[src/rtl/isqrt_pipe_if.sv]
// Purpose : operand/result bundle for the pipelined integer square root.
// Latency : none, wires only.
// Backpres: none; neither direction has a ready, so results cannot be stalled.
// Signals : x_vld/x carry the radicand in; y_vld/y carry floor(sqrt(x)) out;
//           r carries x - y*y and exists only when ISQRT_PIPE_REM_EN is defined.
// master = operand source / result sink, slave = the square-root block.
interface isqrt_pipe_if #(
    parameter int WIDTH = 32
);
    logic               x_vld;
    logic [WIDTH-1:0]   x;
    logic               y_vld;
    logic [WIDTH/2-1:0] y;
`ifdef ISQRT_PIPE_REM_EN
    logic [WIDTH/2:0]   r;

    modport master (output x_vld, output x, input y_vld, input y, input r);
    modport slave  (input x_vld, input x, output y_vld, output y, output r);
`else
    modport master (output x_vld, output x, input y_vld, input y);
    modport slave  (input x_vld, input x, output y_vld, output y);
`endif
endinterface

[src/rtl/isqrt_pipe.sv]
// Purpose : fully pipelined restoring radix-4 integer square root, one root bit per stage.
// Latency : WIDTH/2 cycles from the x_vld sampling edge to y_vld.
// Backpres: none; accepts one operand per cycle and never stalls.
//
// Ports   : clk    - rising-edge clock for all state
//           rst_n  - asynchronous active-low reset; clears only the valid pipeline
//           bus    - isqrt_pipe_if slave: x_vld/x in, y_vld/y (and r) out
// Options : define ISQRT_PIPE_REM_EN to add the remainder output r = x - y*y.
// Params  : WIDTH - radicand width, even and >= 4; the root is WIDTH/2 bits.
module isqrt_pipe #(
    parameter int WIDTH = 32
) (
    input  logic        clk,
    input  logic        rst_n,
    isqrt_pipe_if.slave bus
);
    localparam int HW = WIDTH / 2;   // root width = number of stages
    localparam int RW = HW + 2;      // partial remainder / trial width

    // Valid shift register; w_vld_in[k] is the valid bit entering stage k.
    logic [HW-1:0]    r_vld;
    logic [HW-1:0]    w_vld_in;

    // Data entering each stage (stage 0 is fed straight from the bus).
    logic [HW-1:0]    w_root_in [HW];
    logic [RW-1:0]    w_rem_in  [HW];
    logic [WIDTH-1:0] w_rad_in  [HW];

    assign w_vld_in     = {r_vld[HW-2:0], bus.x_vld};
    assign w_root_in[0] = '0;
    assign w_rem_in[0]  = '0;
    assign w_rad_in[0]  = bus.x;

    always_ff @(posedge clk or negedge rst_n) begin
        if (!rst_n) begin
            r_vld <= '0;
        end else begin
            r_vld <= w_vld_in;
        end
    end

    assign bus.y_vld = r_vld[HW-1];

    for (genvar k = 0; k < HW; k++) begin : g_stage
        logic [RW-1:0] w_sh;
        logic [RW-1:0] w_sub;
        logic [RW-1:0] w_diff;
        logic [RW-1:0] w_rem_nxt;
        logic [HW-1:0] w_root_nxt;
        logic          w_borrow;

        // Incoming remainder is at most 2*root < 2^(k+1) <= 2^HW, so its two
        // top bits are always zero and dropping them before the shift is lossless.
        assign w_sh  = {w_rem_in[k][RW-3:0], w_rad_in[k][WIDTH-1:WIDTH-2]};
        assign w_sub = {w_root_in[k], 2'b01};

        // Borrow out of the subtraction is the trial sign: set means trial < 0.
        assign {w_borrow, w_diff} = {1'b0, w_sh} - {1'b0, w_sub};

        assign w_rem_nxt  = w_borrow ? w_sh : w_diff;
        assign w_root_nxt = {w_root_in[k][HW-2:0], ~w_borrow};

        if (k < HW - 1) begin : g_mid
            logic [HW-1:0]    r_root;
            logic [RW-1:0]    r_rem;
            logic [WIDTH-1:0] r_rad;
            logic             w_unused_rem_msb;

            // Data registers load only behind a valid operand.
            always_ff @(posedge clk) begin
                if (w_vld_in[k]) begin
                    r_root <= w_root_nxt;
                    r_rem  <= w_rem_nxt;
                    r_rad  <= {w_rad_in[k][WIDTH-3:0], 2'b00};
                end
            end

            assign w_root_in[k+1] = r_root;
            assign w_rem_in[k+1]  = r_rem;
            assign w_rad_in[k+1]  = r_rad;

            assign w_unused_rem_msb = ^w_rem_in[k][RW-1:RW-2];
        end else begin : g_last
            logic [HW-1:0] r_y;
            logic          w_unused_last;

            // Output registers hold the last result while y_vld is low.
            always_ff @(posedge clk) begin
                if (w_vld_in[k]) begin
                    r_y <= w_root_nxt;
                end
            end

            assign bus.y = r_y;

`ifdef ISQRT_PIPE_REM_EN
            logic [HW:0] r_r;

            // Final remainder is <= 2*y, so it always fits in HW+1 bits.
            always_ff @(posedge clk) begin
                if (w_vld_in[k]) begin
                    r_r <= w_rem_nxt[HW:0];
                end
            end

            assign bus.r = r_r;

            assign w_unused_last = ^{w_rem_in[k][RW-1:RW-2], w_rad_in[k][WIDTH-3:0],
                                     w_rem_nxt[RW-1]};
`else
            assign w_unused_last = ^{w_rem_in[k][RW-1:RW-2], w_rad_in[k][WIDTH-3:0],
                                     w_rem_nxt};
`endif
        end
    end
endmodule

[src/flat_wrapper.sv]
// flat-port wrapper written by rule: the top's interface ports become plain ports
module isqrt_pipe_flat 
#(
    parameter int WIDTH = 32
)
  (clk, rst_n, bus_x_vld, bus_x, bus_y_vld, bus_y);
  isqrt_pipe_if #(.WIDTH(WIDTH)) bus_i ();
  input  logic clk;
  input  logic rst_n;
  input wire logic [$bits(bus_i.x_vld)-1:0] bus_x_vld;
  input wire logic [$bits(bus_i.x)-1:0] bus_x;
  output wire logic [$bits(bus_i.y_vld)-1:0] bus_y_vld;
  output wire logic [$bits(bus_i.y)-1:0] bus_y;
  assign bus_i.x_vld = bus_x_vld;
  assign bus_i.x = bus_x;
  assign bus_y_vld = bus_i.y_vld;
  assign bus_y = bus_i.y;
  isqrt_pipe #(.WIDTH(WIDTH)) u_core (.clk(clk), .rst_n(rst_n), .bus(bus_i));
endmodule
[config.mk]
export PLATFORM = sky130hd
export DESIGN_NAME = isqrt_pipe_flat
export DESIGN_NICKNAME = d
export VERILOG_FILES = /design/src/rtl/isqrt_pipe_if.sv /design/src/rtl/isqrt_pipe.sv /design/src/flat_wrapper.sv
export SDC_FILE = /design/constraint.sdc
export NUM_CORES = 1
export LEC_CHECK = 0
export BUFFER_PORTS_ARGS = -buffer_cell sky130_fd_sc_hd__buf_2
export CAP_MARGIN = 10
export CORE_MARGIN = 2
export CORE_UTILIZATION = 65
export DETAILED_ROUTE_END_ITERATION = 8
export HOLD_SLACK_MARGIN = 0.06
export PLACE_DENSITY = 0.89
export SLEW_MARGIN = 20
export SYNTH_ARGS = -nofsm -noshare
export SYNTH_HDL_FRONTEND = slang
export SYNTH_SLANG_ARGS = --single-unit
[constraint.sdc]
create_clock -name clk -period 4.9 [get_ports clk]
set_input_delay 0.735 -clock clk [delete_from_list [all_inputs] [get_ports clk]]
set_output_delay 0.735 -clock clk [all_outputs]
set_load 0.01 [all_outputs]
**Yosys cells after proc, flatten, opt, wreduce, memory -nomap -nowiden**

Cells that the tools add are included.

- Register bits after elaboration: 619
- Bits in latches: 0
- Bits in writable memories: 0
- ROM bits: 0
- Bits of input ports: 35
- Logic and storage cells: 95
- Memories kept: 0

- Add/subtract/negate cells: 16
- Multiply operators: 0
- Div/mod/pow operators: 0
- Magnitude comparators: 0
- Eq/ne operators: 0
- Shifts and indexed selects: 0
- Multiplexer cells: 15
- Bitwise gates (word level): 16
- Reduce and logical (&&, ||, !) cells: 0

Operators by type and width:

| cell | count |
|---|---|
| $mux W16 | 14 |
| $sub A18 B10 Y19 | 1 |
| $sub A18 B11 Y19 | 1 |
| $sub A18 B12 Y19 | 1 |
| $sub A18 B13 Y19 | 1 |
| $sub A18 B14 Y19 | 1 |
| $sub A18 B15 Y19 | 1 |
| $sub A18 B16 Y19 | 1 |
| $sub A18 B17 Y19 | 1 |
| $sub A18 B3 Y19 | 1 |
| $sub A18 B4 Y19 | 1 |
| $sub A18 B5 Y19 | 1 |
| $sub A18 B6 Y19 | 1 |
| $sub A18 B7 Y19 | 1 |
| $sub A18 B8 Y19 | 1 |
| $sub A18 B9 Y19 | 1 |
| $not A1 Y1 | 16 |
| $sub A2 B1 Y3 const B | 1 |
| $mux W2 | 1 |

**Longest topological paths before layout**

Gate-level depths: netlist (run 1).

- Depth after elaboration: 2
- Depth in mapped cells: 12
- Mapped depth without buffers: 11

**Worst setup path before layout (run 1)**

OpenSTA, ideal clock, no wires.

- Path kind: register -> register
- From: reg u_core.g_stage[12].g_mid.r_rem[0]
- To: reg u_core.g_stage[13].g_mid.r_rem[10] (data pin)
- Setup time: 0.260 ns
- Arrival: 2.480 ns
- Path slack: 2.160 ns
- Stages on the path, launching flop included: 10
- Path buffers: 1
- Cell sequence: edfxtp_1 > ha_1 > nor2b_1 > o31a_1 > o211a_1 > a41o_1 > a211oi_2 > o21ai_2 > buf_2 > mux2_4

- Cells in the longest elaborated chain, start to end: 2

RTL lines:

| item | RTL line | RTL |
|---|---|---|
| start, declared | isqrt_pipe.sv:65 | `logic [RW-1:0] r_rem;` |
| start signal, assigned | isqrt_pipe.sv:73 | `r_rem <= w_rem_nxt;` |
| $sub A18 B15 Y19 | isqrt_pipe.sv:58 | `assign {w_borrow, w_diff} = {1'b0, w_sh} - {1'b0, w_sub};` |
| $mux W16 | isqrt_pipe.sv:60 | `assign w_rem_nxt = w_borrow ? w_sh : w_diff;` |
| via u_core.g_stage[13].w_rem_nxt[10] | isqrt_pipe.sv:48 | `logic [RW-1:0] w_rem_nxt;` |
| end signal, assigned | isqrt_pipe.sv:73 |  |
| end, declared | isqrt_pipe.sv:65 |  |

The timed path passes the listed nets, and every way through them passes these cells.
A chain may end at the register's enable or synchronous reset.

**Worst setup path in the final report (run 1)**

- From: reg u_core.g_stage[3].g_mid.r_rem[0]
- To: reg u_core.g_stage[4].g_mid.r_rem[7] (data pin)

- Cells in the longest elaborated chain, start to end: 2

RTL lines:

| item | RTL line |
|---|---|
| start, declared | isqrt_pipe.sv:65 |
| start signal, assigned | isqrt_pipe.sv:73 |
| $sub A18 B6 Y19 | isqrt_pipe.sv:58 |
| $mux W16 | isqrt_pipe.sv:60 |
| via u_core.g_stage[4].w_rem_nxt[7] | isqrt_pipe.sv:48 |
| end signal, assigned | isqrt_pipe.sv:73 |
| end, declared | isqrt_pipe.sv:65 |

The timed path passes the listed nets, and every way through them passes these cells.

==> results of run 1 <==
layout make-up:
class | instances | area [µm²] | area share, %
clock buffers | 70 | 1500 | 4.98
flip-flops and latches | 616 | 18400 | 61.4
well taps | 532 | 666 | 2.22
multi-input cells | 1132 | 8070 | 26.9
repair buffers | 67 | 382 | 1.27
inverters | 187 | 707 | 2.35
clock inverters | 35 | 283 | 0.942
registers in the layout (all words and copies together) (netlist names):
name                         count
u_core.bus.y                    16
u_core.g_stage.g_mid.r_rad     240
u_core.g_stage.g_mid.r_rem     224
u_core.g_stage.g_mid.r_root    120
u_core.r_vld                    16
through the flow:
step / setup slack, ns / instance area [µm²]
after floorplan: 2.16 / 27200
after global routing: 1.25 / 30000
final: 1.49 / 30000
after global placement: 1.47 / 28200
after CTS: 1.38 / 30000
after detailed placement: 1.48 / 28200
cell families (layout without fill, tap and decap cells):
group | count (synthesis) | after routing
AO/OA/AOI/OAI | 379 | 379
XOR/XNOR | 136 | 136
adder cells (fa/ha/maj) | 137 | 137
buffers and inverters | 209 | 359
flip-flops | 616 | 616
multiplexers | 47 | 47
other | 1 | 1
AND/OR/NAND/NOR | 432 | 432
power by group through the flow:
stage | Clock, µW | Sequential (µW) | Combinational, µW
after CTS | 4300 | 6380 | 967
after detailed placement | 0 | 6480 | 936
final | 4250 | 6390 | 981
after global placement | 0 | 6460 | 864
after global routing | 4500 | 6420 | 1090
after floorplan | 0 | 6470 | 668
routing by layer:
layer  vias up  share of wire [%]
li1       7462                  -
met1      7810                 39
met2       548                 54
met3       152                4.4
met4         0                3.3
met5         -                  0
path summary, 6_finish.rpt:
path                                                                 start                                          end  slack, ns
worst max-delay path            u_core.g_stage[3].g_mid.r_rem[0]$_DFFE_PP_   u_core.g_stage[4].g_mid.r_rem[7]$_DFFE_PP_       1.49
worst min-delay path                                             bus_x[28]  u_core.g_stage[0].g_mid.r_rad[30]$_DFFE_PP_       0.29
worst max register to register  u_core.g_stage[3].g_mid.r_rem[0]$_DFFE_PP_   u_core.g_stage[4].g_mid.r_rem[7]$_DFFE_PP_       1.49
worst min register to register                   u_core.r_vld[4]$_DFF_PN0_                    u_core.r_vld[5]$_DFF_PN0_       0.41
max in group asynchronous                                            rst_n                    u_core.r_vld[1]$_DFF_PN0_       3.99
min in group asynchronous                                            rst_n                   u_core.r_vld[15]$_DFF_PN0_       0.60
cells in the final DEF (no fill, tap or decap), drive strengths merged, types with 23 or more instances in the layout:
cell type / count
a21o: 36
nor2: 126
mux2: 38
clkinv: 28
nand3: 23
ha: 137
a21oi: 101
xor2: 51
edfxtp: 600
xnor2: 85
buf: 66
o21a: 46
nor3: 44
clkbuf: 70
nand2: 98
o21ai: 95
inv: 190
what timing repair did:
| action | CTS | global route |
|---|---|---|
| hold endpoints to repair | 16 | 0 |
| hold buffers | 1 | 0 |
| setup endpoints to repair | 0 | 0 |
==> impl_metrics.py, run 1 <==
metrics = {
    "timing": {
        "rsz0062_at_grt": "false",
        "tightest_slew_ns": 1.01,
        "fin_worst_skew_ns": 0.0211,
        "fin_crit_sh_pct": 69.5,
        "slew_violations": 0,
        "tns_ns": 0,
        "finalHoldViolations": 0,
        "slew_headroom_pct": 32.5,
        "whs_ns": 0.286,
        "fmax_mhz": 293,
        "setup_viol": 0,
        "finalCriticalPeriod_ns": 3.41,
    },
    "synth": {
        "synth.area.top_cells": "edfxtp_1, ha_1, xnor2_1",
        "avgSynthCellArea_um2": 13.9,
        "synth_xor_area_share_pct": 4.40,
        "synth_common_cells": "edfxtp_1, inv_1, ha_1, nor2_1, a21oi_1",
        "synth-edff-count": 600,
        "synthesis.nets": 2129,
        "synth_cell_types": 82,
        "synth_compound_area_share_pct": 8.97,
        "yosysSeqAreaShare_pct": 67.6,
        "yosys_most_used_dff": "edfxtp_1",
        "synth.area.mux_share_pct": 1.93,
        "synth_top_area_share_pct": 66.1,
        "synth-seq-cells": 616,
        "synth-adder-area-share_pct": 6.29,
        "synthCells": 1957,
        "ys_warn_count": 0,
        "netlist_area_mm2": 0.0272,
        "async_reset_ff_share_pct": 2.60,
        "post-synth-top-count-cell": "edfxtp_1",
        "synth_top_family_by_area": "compound AO/OA/AOI/OAI gates",
        "synth_top_area_cell": "edfxtp_1",
        "yosys.area_share.simple_pct": 7.85,
    },
    "global_routing": {
        "grtUsageMet1_pct": 26.7,
        "grt_max_degree": 47,
        "grt_pass1_wl_um": 81800,
        "met3_usage_pct": 3.76,
        "grt_pass1_vias": 16600,
        "grt_overflow": 0,
        "busiest_layer": "met2",
        "grt_usage_pct": 23.3,
        "met2_usage_pct": 43.5,
        "antenna_found_initial": 0,
    },
    "clock_network": {
        "cts_resized": 0,
        "cts_tree": "built",
        "clock_latency_ns": 0.62,
        "post_cts_buffers": 0,
        "cts.sinks": 616,
        "path_clk_slew_ns": 0.06,
        "htree_levels": 2,
        "clockRootBuffer": "clkbuf_16",
        "clockBufferDepth": 3,
        "cts_buffers": 57,
    },
    "route": {
        "vias": 16000,
        "drt_iter0_drc": 1209,
        "wl_per_cell_um": 18.9,
        "drt-vias-per-instance": 6.05,
        "drc": 0,
        "ant_nets": 0,
        "drt-total-wl_um": 49900,
        "first_pass_iters": 7,
    },
    "power_and_ir_drop": {
        "power.total_uw": 11600,
        "ir_drop_mv": 0.586,
        "clock_power_share_pct": 36.6,
        "combPwrFrac_pct": 8.4,
        "switching_share_pct": 22.8,
        "p_sw_uw": 2650,
        "p_per_area_mw_per_mm2": 387,
        "internal-power_uw": 8970,
        "pwr-share-seq_pct": 55.0,
        "leakagePower_uw": 0.0118,
    },
    "critical_path": {
        "crit_fanout": 14,
        "crit_cells": 9,
        "worstPathArrival_ns": 3.77,
        "crit_type": "register to register",
        "cp_top_family": "simple AND/OR/NAND/NOR gates",
        "reg2reg_depth": 9,
        "max_stage_delay_ns": 0.57,
        "cpMaxStageDelayCell": "a21oi_1",
        "crit_chain": "ha_1 -> nor2b_1 -> o21ai_0 -> nand2b_1 -> a21o_1 -> a21oi_1 -> nand3_1 -> nor3b_1 -> xor2_1",
        "crit_buf_inv": 0,
        "critPathCaptureType": "register",
        "cp-start-kind": "register",
        "cp.required_ns": 5.26,
    },
    "die": {
        "die_w_um": 209,
        "num_rows": 74,
        "start_util_pct": 66.3,
        "die_h_um": 209,
        "dieArea_mm2": 0.0436,
        "core_area_mm2": 0.0411,
        "ios": 52,
    },
    "flow_run": {
        "cap_violations": 0,
    },
    "outcome": {
        "outcome": "finished, final reports clean",
    },
    "worst_hold_path": {
        "holdPathStages": 1,
        "hp-class": "input pin to register",
    },
    "placement": {
        "io_buffer_count": 51,
        "gp_congestion": 0.894,
        "post-place-cells": 2532,
        "dp_hpwl_um": 32500,
    },
    "final_layout": {
        "num-nets-final": 2233,
        "stdcell_count": 2639,
        "final_util_pct": 73.0,
        "final_layout_size_suffix_gt1_share_pct": 9.92,
        "syn_to_final_growth_pct": 10.2,
        "num-fill-cells": 2360,
        "insertedDiodeCount": 0,
    },
}
No activity file was read; power rests on OpenSTA's default activity.
==> run 2, diff against run 1 <==
--- a/config.mk
+++ b/config.mk
@@ -5,13 +5,14 @@
 export SDC_FILE = /design/constraint.sdc
 export NUM_CORES = 1
 export LEC_CHECK = 0
+export ABC_AREA = 1
 export BUFFER_PORTS_ARGS = -buffer_cell sky130_fd_sc_hd__buf_2
 export CAP_MARGIN = 10
 export CORE_MARGIN = 2
-export CORE_UTILIZATION = 65
+export CORE_UTILIZATION = 57
 export DETAILED_ROUTE_END_ITERATION = 8
 export HOLD_SLACK_MARGIN = 0.06
-export PLACE_DENSITY = 0.89
+export PLACE_DENSITY = 0.83
 export SLEW_MARGIN = 20
 export SYNTH_ARGS = -nofsm -noshare
 export SYNTH_HDL_FRONTEND = slang
==> constraint.sdc (replaced) <==
create_clock -name clk -period 2.9 [get_ports clk]
set_input_delay 0.435 -clock clk [delete_from_list [all_inputs] [get_ports clk]]
set_output_delay 0.435 -clock clk [all_outputs]
set_load 0.01 [all_outputs]
==> impl_metrics.py, run 2 <==
metrics = {
    "outcome": {
        "outcome": "finished, final reports clean",
    },
    "synth": {
        "netlist_area_mm2": 0.0305,
        "synth_top_area_share_pct": 59.0,
        "yosys_most_used_dff": "edfxtp_1",
        "post-synth-top-count-cell": "nand2_1",
        "synth-adder-area-share_pct": 5.62,
        "ys_warn_count": 0,
        "async_reset_ff_share_pct": 2.60,
        "synth_common_cells": "nand2_1, edfxtp_1, inv_1, nand3_1, nor2_1",
        "synthesis.nets": 3221,
        "yosys.area_share.simple_pct": 20.2,
        "synth_top_area_cell": "edfxtp_1",
        "synth_cell_types": 49,
        "synth_xor_area_share_pct": 2.52,
        "yosysSeqAreaShare_pct": 60.3,
        "synthCells": 3049,
        "synth-seq-cells": 616,
        "synth-edff-count": 600,
        "synth.area.top_cells": "edfxtp_1, nand2_1, inv_1",
        "synth_compound_area_share_pct": 4.30,
        "synth_top_family_by_area": "simple AND/OR/NAND/NOR gates",
        "synth.area.mux_share_pct": 0,
        "avgSynthCellArea_um2": 10.0,
    },
    "global_routing": {
        "grt_pass1_vias": 20400,
        "grt_max_degree": 47,
        "grt_usage_pct": 22.6,
        "antenna_found_initial": 1,
        "grt_overflow": 0,
        "grt_pass1_wl_um": 101000,
    },
    "power_and_ir_drop": {
        "leakagePower_uw": 0.0153,
        "p_per_area_mw_per_mm2": 614,
        "ir_drop_mv": 0.860,
        "combPwrFrac_pct": 10.7,
        "internal-power_uw": 15600,
        "clock_power_share_pct": 37.5,
        "p_sw_uw": 5180,
        "pwr-share-seq_pct": 51.8,
        "switching_share_pct": 24.9,
    },
    "final_layout": {
        "layout_common_cells": "nand2_1, edfxtp_1, inv_1, nand3_1, nor2_1",
        "largest_register_ffs": 240,
        "syn_to_final_growth_pct": 11.0,
        "stdcell_count": 3928,
        "top_register": "u_core.g_stage.g_mid.r_rad",
        "regArea_mm2": 0.0184,
        "num-nets-final": 3361,
        "num-fill-cells": 4027,
        "final_layout_size_suffix_gt1_share_pct": 7.63,
        "multi_input_area_mm2": 0.00997,
        "final_common_cell": "nand2_1",
        "reg_top3": "u_core.g_stage.g_mid.r_rad: 240 flops, u_core.g_stage.g_mid.r_rem: 224 flops, u_core.g_stage.g_mid.r_root: 120 flops",
    },
    "placement": {
        "post-place-cells": 3782,
        "gp_congestion": 0.876,
        "dp_hpwl_um": 44100,
        "io_buffer_count": 51,
        "place_ws_ns": 0.500,
    },
    "timing": {
        "setup_slack_ns": 0.429,
        "finalHoldViolations": 0,
        "rsz0062_at_grt": "false",
        "fin_worst_skew_ns": 0.0489,
        "slew_violations": 0,
        "slew_headroom_pct": 32.4,
        "whs_ns": 0.137,
        "tightest_slew_ns": 1.01,
        "finalCriticalPeriod_ns": 2.47,
        "fmax_mhz": 405,
        "setup_viol": 0,
        "fin_crit_sh_pct": 85.2,
        "tns_ns": 0,
    },
    "route": {
        "ant_nets": 0,
        "met2WireLength_um": 31100,
        "wl_per_cell_um": 15.9,
        "m1WireLength_um": 25900,
        "vias": 20800,
        "drt_iter0_drc": 1666,
        "highest_layer": "met4",
        "drc": 0,
        "dr_wl_met3_um": 3530,
        "first_pass_iters": 5,
        "drt-vias-per-instance": 5.30,
        "drt-total-wl_um": 62300,
    },
    "critical_path": {
        "cp.required_ns": 3.38,
        "reg2reg_from": "u_core.g_stage[7].g_mid.r_rem[7]$_DFFE_PP_",
        "max_stage_delay_ns": 0.44,
        "regToRegSetupSlack_ns": 0.43,
        "worstPathArrival_ns": 2.95,
        "crit_chain": "ha_1 -> inv_2 -> o21ai_0 -> nor2_2 -> nand4_2 -> inv_2 -> nand2_1 -> nand2_1",
        "cp-start-kind": "register",
        "startpoint": "u_core.g_stage[7].g_mid.r_rem[7]$_DFFE_PP_",
        "crit_fanout": 15,
        "critPathCaptureType": "register",
        "r2r-end": "u_core.g_stage[8].g_mid.r_rem[5]$_DFFE_PP_",
        "reg2reg_depth": 8,
        "cpMaxStageDelayCell": "nand4_2",
        "crit_type": "register to register",
    },
    "die": {
        "num_rows": 84,
        "die_h_um": 235,
        "die_w_um": 235,
        "core_area_mm2": 0.0528,
        "ios": 52,
        "start_util_pct": 57.9,
        "dieArea_mm2": 0.0554,
    },
    "clock_network": {
        "cts_tree": "built",
        "clock_latency_ns": 0.66,
        "post_cts_buffers": 0,
        "cts_buffers": 60,
        "htree_levels": 2,
        "clockRootBuffer": "clkbuf_16",
        "path_clk_slew_ns": 0.07,
        "cts_resized": 0,
        "cts.sinks": 616,
        "clockBufferDepth": 3,
    },
    "worst_hold_path": {
        "min_from": "bus_x[31]",
        "holdPathStages": 2,
        "hold_end": "u_core.g_stage[0].g_mid.r_root[0]$_DFFE_PP_",
        "hp-class": "input pin to register",
    },
    "flow_run": {
        "cap_violations": 0,
    },
}
-- run 2: logic make-up (layout without fill, tap and decap cells) --
logic type | after synthesis | in the layout
compound gates | 240 | 240
xor+xnor | 88 | 88
fa+ha+maj | 137 | 137
buf+inv | 538 | 728
flops | 616 | 616
other cells | 1 | 2
simple gates | 1429 | 1429
-- run 2: worst max path at each step --
stage | endpoint | slack [ns] | cells after the start
detailed placement | u_core.g_stage[8].g_mid.r_rem[5]$_DFFE_PP_ | 0.50 | 8
finish | u_core.g_stage[8].g_mid.r_rem[5]$_DFFE_PP_ | 0.43 | 8
global route | u_core.g_stage[8].g_mid.r_rem[8]$_DFFE_PP_ | 0.28 | 10
global placement | u_core.g_stage[8].g_mid.r_rem[9]$_DFFE_PP_ | 0.51 | 8
floorplan | u_core.g_stage[11].g_mid.r_rem[6]$_DFFE_PP_ | 1.00 | 8
CTS | u_core.g_stage[8].g_mid.r_rem[5]$_DFFE_PP_ | 0.45 | 8
-- run 2: timing repair --
item / 4_1_cts / 5_1_grt
endpoints found under the hold margin: 48 / 0
setup endpoints to repair: 0 / 0
hold buffers: 33 / 0
-- run 2: layout make-up --
class,instances,area share (%)
Inverter,516,5.72
Multi-Input combinational cell,1895,29.4
Sequential cell,616,54.4
Antenna cell,1,0.00739
Clock inverter,36,1.16
Tap cell,688,2.54
Clock buffer,76,4.67
Timing Repair Buffer,100,2.08
-- run 2: worst max-delay path, delay by kind of cell, from the launching register on --
kind / cells / cell delay, ns
and+or+nand+nor: 4 / 0.90
AOI/OAI and AO/OA: 1 / 0.13
buffers and inverters: 2 / 0.50
adders and majority gates: 1 / 0.38
DFF: 1 / 0.39
-- run 2: routing by layer --
layer  vias to the layer above  GRT usage (%)
met4                         0           7.43
met2                       662           40.1
met5                         -              0
li1                      10400              -
met3                       139           3.12
met1                      9645           28.5
-- run 2: metrics by stage --
stage	cell area [µm²]	utilization, %	total power (µW)
floorplan	30500	-	12500
global placement	31600	59.8	13000
detailed placement	31600	59.8	13100
CTS	33900	64.2	20900
global route	33900	64.2	21600
finish	33900	64.2	20800
-- run 2: power by group through the flow --
stage | logic [µW] | clock network, µW | registers, µW
floorplan | 1570 | 0 | 10900
global placement | 2070 | 0 | 10900
detailed placement | 2140 | 0 | 11000
CTS | 2200 | 7900 | 10800
global route | 2530 | 8260 | 10800
finish | 2230 | 7800 | 10800
